`src/rtl/mix_columns_engine.sv`:
```
// Iterative AES MixColumns / InvMixColumns engine: one 32-bit column per cycle,
// written back in place into a block-wide state register.
module mix_columns_engine #(
  parameter int NCOL = 4,
  parameter int DW   = 32 * NCOL
) (
  input  logic          CLK,
  input  logic          RST,
  input  logic          IN_VALID,
  output logic          IN_READY,
  input  logic [DW-1:0] IN_DATA,
  input  logic          IN_INV,
  output logic          OUT_VALID,
  input  logic          OUT_READY,
  output logic [DW-1:0] OUT_DATA,
  output logic          BUSY
);

  localparam int            CW   = (NCOL > 1) ? $clog2(NCOL) : 1;
  localparam logic [CW-1:0] LAST = CW'(NCOL - 1);

  typedef enum logic [1:0] {IDLE, RUN, DONE} state_t;

  state_t        r_fsm;
  state_t        w_fsm_nxt;
  logic [DW-1:0] r_state;
  logic [DW-1:0] w_state_wb;
  logic          r_inv;
  logic [CW-1:0] r_cnt;
  logic          w_accept;
  logic [31:0]   w_col;
  logic [31:0]   w_mix;

  function automatic logic [7:0] xtime(input logic [7:0] a);
    return {a[6:0], 1'b0} ^ (a[7] ? 8'h1b : 8'h00);
  endfunction

  // Byte 0 of a column is its most significant byte (big-endian numbering).
  function automatic logic [31:0] mix_col(input logic [31:0] col, input logic inv);
    logic [7:0]  a  [4];
    logic [7:0]  x2 [4];
    logic [7:0]  x4 [4];
    logic [7:0]  x8 [4];
    logic [31:0] res;
    for (int r = 0; r < 4; r++) begin
      a[r]  = col[31-8*r -: 8];
      x2[r] = xtime(a[r]);
      x4[r] = xtime(x2[r]);
      x8[r] = xtime(x4[r]);
    end
    res = '0;
    for (int r = 0; r < 4; r++) begin
      if (inv)
        res[31-8*r -: 8] = (x8[r] ^ x4[r] ^ x2[r])
                         ^ (x8[(r+1)%4] ^ x2[(r+1)%4] ^ a[(r+1)%4])
                         ^ (x8[(r+2)%4] ^ x4[(r+2)%4] ^ a[(r+2)%4])
                         ^ (x8[(r+3)%4] ^ a[(r+3)%4]);
      else
        res[31-8*r -: 8] = x2[r] ^ (x2[(r+1)%4] ^ a[(r+1)%4]) ^ a[(r+2)%4] ^ a[(r+3)%4];
    end
    return res;
  endfunction

  always_comb begin
    w_col      = '0;
    w_state_wb = r_state;
    for (int c = 0; c < NCOL; c++)
      if (r_cnt == CW'(c)) w_col = r_state[DW-1-32*c -: 32];
    w_mix = mix_col(w_col, r_inv);
    for (int c = 0; c < NCOL; c++)
      if (r_cnt == CW'(c)) w_state_wb[DW-1-32*c -: 32] = w_mix;
  end

  always_ff @(posedge CLK) begin
    if (RST) r_fsm <= IDLE;
    else     r_fsm <= w_fsm_nxt;
  end

  // DONE with OUT_READY forms a pass-through slot: consume and accept in one cycle.
  always_comb begin
    w_fsm_nxt = r_fsm;
    w_accept  = 1'b0;
    IN_READY  = 1'b0;
    OUT_VALID = 1'b0;
    BUSY      = 1'b0;
    case (r_fsm)
      IDLE: begin
        IN_READY = 1'b1;
        if (IN_VALID) begin
          w_accept  = 1'b1;
          w_fsm_nxt = RUN;
        end
      end
      RUN: begin
        BUSY = 1'b1;
        if (r_cnt == LAST) w_fsm_nxt = DONE;
      end
      DONE: begin
        OUT_VALID = 1'b1;
        IN_READY  = OUT_READY;
        if (OUT_READY) begin
          if (IN_VALID) begin
            w_accept  = 1'b1;
            w_fsm_nxt = RUN;
          end else begin
            w_fsm_nxt = IDLE;
          end
        end
      end
      default: w_fsm_nxt = IDLE;
    endcase
  end

  always_ff @(posedge CLK) begin
    if (RST) begin
      r_state <= '0;
      r_inv   <= 1'b0;
      r_cnt   <= '0;
    end else if (w_accept) begin
      r_state <= IN_DATA;
      r_inv   <= IN_INV;
      r_cnt   <= '0;
    end else if (r_fsm == RUN) begin
      r_state <= w_state_wb;
      if (r_cnt != LAST) r_cnt <= r_cnt + CW'(1);
    end
  end

  assign OUT_DATA = r_state;

endmodule

```
`config.mk`:
```
export PLATFORM = sky130hd
export DESIGN_NAME = mix_columns_engine
export DESIGN_NICKNAME = d
export VERILOG_FILES = /design/src/rtl/mix_columns_engine.sv
export SDC_FILE = /design/constraint.sdc
export NUM_CORES = 1
export LEC_CHECK = 0
export ABC_AREA = 1
export CORE_MARGIN = 2
export CORE_UTILIZATION = 53
export DETAILED_ROUTE_END_ITERATION = 6
export PLACE_DENSITY_LB_ADDON = 0.2
export SLEW_MARGIN = 30
export SYNTH_ARGS = -nofsm -noshare
export SYNTH_HDL_FRONTEND = slang
export SYNTH_SLANG_ARGS = --single-unit
```
`constraint.sdc`:
```
create_clock -name CLK -period 3.79 [get_ports CLK]
set_input_delay 0.9475 -clock CLK [delete_from_list [all_inputs] [get_ports CLK]]
set_output_delay 0.9475 -clock CLK [all_outputs]
set_load 0.01 [all_outputs]
```
Word-level counts from Yosys, hierarchy flattened
Cells that the tools add are included.

operators by class
  eq/ne operators = 9
  mux-type cells = 37
  reductions and logical operators = 14
  bitwise gates (word level) = 64
  add/subtract/negate cells = 1

operators with widths
  operator             number
  $xor 8x8->8          52
  $mux 128             2
  $mux 32              8
  $xor 8x5->8          12
  $mux 5               12
  $mux 8               4
  $reduce_and 2->1     5
  $reduce_bool 2->1    5
  $ne 2x2->1 const B   4
  $eq 2x2->1 const B   3
  $mux 2               3
  $pmux 2 s3           1
  $mux 1               5
  $eq 2x1->1 const B   2
  $logic_not 2->1      2
  $pmux 1 s2           2
  $reduce_and 3->1     1
  $add 2x1->2 const B  1
  $reduce_or 2->1      1

storage, ports and cells
  logic and storage cells = 132
  register bits = 133

Depth between registers and ports, before layout
  word-level depth = 20
  gate-level depth with buffers = 26
  depth with buffers taken out = 24

Worst setup path before layout
OpenSTA, ideal clock, no wires.

  kind = reg-to-reg
  from = reg r_cnt[0]
  to = reg r_state[53], in the netlist OUT_DATA[53]
  arrival = 2.543 ns
  setup slack = 1.115 ns
  cell stages (with the launch flop) = 26
  buffers on the path = 3
  clock period less this slack = 2.675 ns
  library setup time = 0.132 ns
  data required time = 3.658 ns
  cells stage by stage = dfxtp_1 -> inv_1 -> ha_1 -> buf_4 -> inv_2 -> buf_6 -> nor2_1 -> nor2_1 -> nand2_1 -> nand2_2 -> buf_6 -> nand2_1 -> nand2_2 -> nand2_1 -> nand2_1 -> nand2_1 -> nand2_1 -> nand2_1 -> nand2_1 -> nand2_1 -> nand2_1 -> nand2_1 -> nand3_1 -> nand2_1 -> nand3_1 -> a21oi_1

between the ends
  longest elaborated chain between the ends = 18
  elaborated cells between the ends (all ways) = 48
  those cells by class = eq/ne: 3; mux: 16; bitwise: 26; reduce/logical: 3

ends and longest elaborated chain
  item                                          RTL line  RTL
  start, declared                               29        logic [CW-1:0] r_cnt;
  start signal, assigned                        125       if (r_cnt != LAST) r_cnt <= r_cnt + CW'(1);
  $logic_not 2->1                               68        if (r_cnt == CW'(c)) w_col = r_state[DW-1-32*c -: 32];
  $mux 32 (4 in series)                         68
  $mux 5 or $xor 8x5->8 (tied branches)         35        return {a[6:0], 1'b0} ^ (a[7] ? 8'h1b : 8'h00);
  $xor 8x5->8 or $mux 5 (tied branches)         35
  $xor 8x5->8 (2 in series)                     35
  $xor 8x8->8 (on tied branches) (2 in series)  54, 55
  $xor 8x8->8                                   55        ^ (x8[(r+1)%4] ^ x2[(r+1)%4] ^ a[(r+1)%4])
  $xor 8x8->8                                   56        ^ (x8[(r+2)%4] ^ x4[(r+2)%4] ^ a[(r+2)%4])
  $xor 8x8->8                                   57        ^ (x8[(r+3)%4] ^ a[(r+3)%4]);
  $mux 8                                        53        if (inv)
  $mux 32                                       71        if (r_cnt == CW'(c)) w_state_wb[DW-1-32*c -: 32] = w_mix;
  $mux 128                                      123       end else if (r_fsm == RUN) begin
  $mux 128                                      119       end else if (w_accept) begin
  end signal, assigned                          124       r_state <= w_state_wb;
  end, declared                                 26        logic [DW-1:0] r_state;

Parallel ways exist; a longest one is shown, timed or not. The select of a mux whose other input is x is not followed.
A chain may end at the register's enable or synchronous reset.

Worst setup path after layout
  from = reg r_cnt[1]
  to = reg r_state[50], in the netlist OUT_DATA[50]

Same word-level chain as after synthesis.

==> run_results.csv <==
group,metric,value,unit
status,outcome,"complete, but fails checks",
status,violations,"design-rule violations",
power_and_ir_drop,p_total,11.5,mW
timing,post-route-min-period,3.70,ns
clocking,path_clk_slew,0.07,ns
timing,final.setup.worst_slack,0.0944,ns
place,dp_hpwl,46900,um
critical_path,startpoint_type,"flip-flop",
flow_run,max_cap_viol_count,0,
critical_path,rrSetupSlack,0.09,ns
routing,via_per_inst,5.93,
timing,relSlewSlack,0.359,
clocking,clock_latency,0.44,ns
routing,drc,2,
yosys,synth.net_count,2342,
clocking,cts_tree,"done",
global_routing,met2_usage,0.736,
global_routing,grt_use_met1,0.552,
yosys,synth.distinct_cells,46,
yosys,ys_ff_latch,133,
yosys,synth_top_cell_by_area,"nand2_1",
timing,setup_viol,0,
critical_path,critPathBufInv,3,
global_routing,antenna_found_initial,0,
routing,post_drt_wl_per_cell,21.7,um
timing,final.period_utilization,0.975,
timing,fmax,271,MHz
routing,vias,16737,
critical_path,cp.depth,19,
die,rows,56,
place,io_buffers,263,
die,io_pins,264,
critical_path,slowest_stage,"dfxtp_1",
timing,skew,0.0146,ns
global_routing,busiest_layer,"met2",
global_routing,grt_pass1_vias,15719,
finish,layout_commonest_cell,"nand2_1",
clocking,htree_levels,4,
yosys,ys_seq_area_frac,0.208,
global_routing,grt_overflow_total,0,
die,core_area,23600,um2
die,die_x,159,um
global_routing,grt_pass1_wl,91100,um
global_routing,grt_max_degree,81,
critical_path,worstSetupPathType,"reg -> reg",
die,start_util,0.542,
place,dp_slack,0.0239,ns
min_path,min_path_type,"reg -> reg",
routing,routed_wl,61200,um
clocking,postCtsHoldBufs,0,
critical_path,crit_path_max_fanout,29,
die,die_y,159,um
clocking,cts_root_buffer,"clkbuf_16",
yosys,ys_warn_count,0,
routing,firstDrtPassIters,7,
die,dieArea,25400,um2
timing,maxSlewViolCount,0,
power_and_ir_drop,p_leak,8.16,nW
yosys,synth.top_cells.by_area,"nand2_1 (25%), dfxtp_1 (21%), xor2_1 (9.5%), nand3_1 (7.9%), inv_1 (7.0%)",
place,globalplace.congestion,1.09,
routing,postRouteAntennaNets,0,
timing,finalHoldViolations,0,
finish,final_util,0.719,
yosys,syn_avg_cell_area,5.81,um2
clocking,cts_sinks,133,
critical_path,critPathMostFrequentCell,"nand2_1",
power_and_ir_drop,ir_drop,0.399,mV
routing,first_iter_violations,2452,
clocking,cts-buffers-inserted,17,
critical_path,r2r.worst_path.cells,19,
global_routing,grt.total_usage,0.463,
critical_path,critPathTopFamily,"simple AND/OR/NAND/NOR gates",
yosys,synth_top_area_frac,0.245,
power_and_ir_drop,p_per_area,677,nW/um2
critical_path,arrival,3.98,ns
critical_path,endpoint_kind,"flip-flop",
finish,drive_gt1_frac,0.100,
timing,tightest_slew,0.952,ns
global_routing,met3_usage,0.123,
finish,layout_common_cells,"nand2_1 (820), clkdlybuf4s50_1 (262), inv_1 (239), nand3_1 (202), a21oi_1 (168)",
critical_path,cp_slowest_stage_delay,0.40,ns
min_path,holdPathStages,2,
critical_path,cp_data_required_time,4.07,ns
finish,layout.nets,2627,
finish,area_delta_synth_final,32.7,%
yosys,syn_inst,2205,
critical_path,crit_chain,"inv_1 > ha_1 > buf_12 > nor2_4 > nand2_1 > nand2_1 > nand2_1 > nand2_4 > nand2_1 > nand2_2 > nand2_1 > nand2_2 > xor2_1 > inv_1 > or2_1 > nand3_1 > nand3_2 > nand3_1 > a21oi_1",
yosys,syn_area,12800,um2
clocking,clockBufferDepth,2,
==> sequential cells by signal, summed over array words and instances, names as in the netlist <==
name	flops
r_fsm	2
r_inv	1
OUT_DATA	128
r_cnt	2
==> cell families (layout without fill, tap and decap cells) <==
family,after synthesis,in the layout,synth area share
AOI/OAI and AO/OA,376,376,0.164
buffers and inverters,346,644,0.111
DFF,133,133,0.208
xor gates and xnor gates,193,193,0.139
other,0,2,0
and+or+nand+nor,1153,1153,0.374
adders and majority gates,4,4,0.00391
==> per-stage QoR <==
stage,hold WS [ns],instances,cell area [um2],setup TNS (ns)
after detailed placement,0.526,2785,16200,0
after global routing,0.554,2822,17000,-0.000142
after global placement,0.505,2784,16200,0
after floorplan,0.481,2205,12800,0
after CTS,0.526,2817,16800,0
final,0.533,2824,17000,0
==> final timing paths <==
check	startpoint	endpoint
hold reg to reg	r_cnt[1]$_SDFFE_PP0P_	r_cnt[1]$_SDFFE_PP0P_
hold / removal	r_cnt[1]$_SDFFE_PP0P_	r_cnt[1]$_SDFFE_PP0P_
setup / recovery	r_cnt[1]$_SDFFE_PP0P_	OUT_DATA[50]$_SDFFE_PP0P_
setup reg to reg	r_cnt[1]$_SDFFE_PP0P_	OUT_DATA[50]$_SDFFE_PP0P_
==> area by class of cell <==
| cell class | count | area, um2 |
|---|---|---|
| multi-input combinational | 1726 | 8870 |
| fill | 1958 | 6630 |
| timing repair buffer | 363 | 3530 |
| sequential | 133 | 2660 |
| inverter | 249 | 945 |
| clock buffer | 18 | 439 |
| tap | 319 | 399 |
| clock inverter | 14 | 134 |
| antenna | 2 | 5.00 |
==> Yosys cell counts, drive strengths merged <==
cell	n
nand2	874
inv	249
nand3	204
a21oi	181
o21ai	161
xor2	147
dfxtp	133
clkbuf	57
nor2	47
xnor2	46
buf	40
a31oi	17
or2	12
nand3b	11
a21boi	7
ha	4
a22o	3
o211ai	3
nand2b	2
o21bai	2
a211oi	1
a21o	1
and2	1
nand4	1
nor3	1
==> worst register-to-register path, cell delays in order (launching register included) <==
cell and delay, ns:
dfxtp_1 0.40, inv_1 0.09, ha_1 0.24, buf_12 0.19
nor2_4 0.29, nand2_1 0.11, nand2_1 0.20, nand2_1 0.13
nand2_4 0.19, nand2_1 0.09, nand2_2 0.19, nand2_1 0.12
nand2_2 0.15, xor2_1 0.32, inv_1 0.11, or2_1 0.24
nand3_1 0.09, nand3_2 0.17, nand3_1 0.16, a21oi_1 0.08
==> routing by layer <==
metal  wire [um]  vias to the layer above
met5           0                        -
met4        4810                        0
met3        8160                      315
met2       26900                     1400
met1       21400                     7491
li1            -                     7531
==> report_power, final <==
group          internal [mW]  total (mW)  switching [mW]
clock                  0.889        1.67           0.780
combinational           2.80        8.00            5.19
sequential              1.61        1.84           0.231
==> timing repair <==
| action | in CTS | in global routing |
|---|---|---|
| setup buffers | 0 | 5 |
| endpoints found under the setup margin | 6 | 86 |
| gates resized for setup | 2 | 33 |
| pin swaps | 0 | 2 |
(Power assumes the default switching activity.)
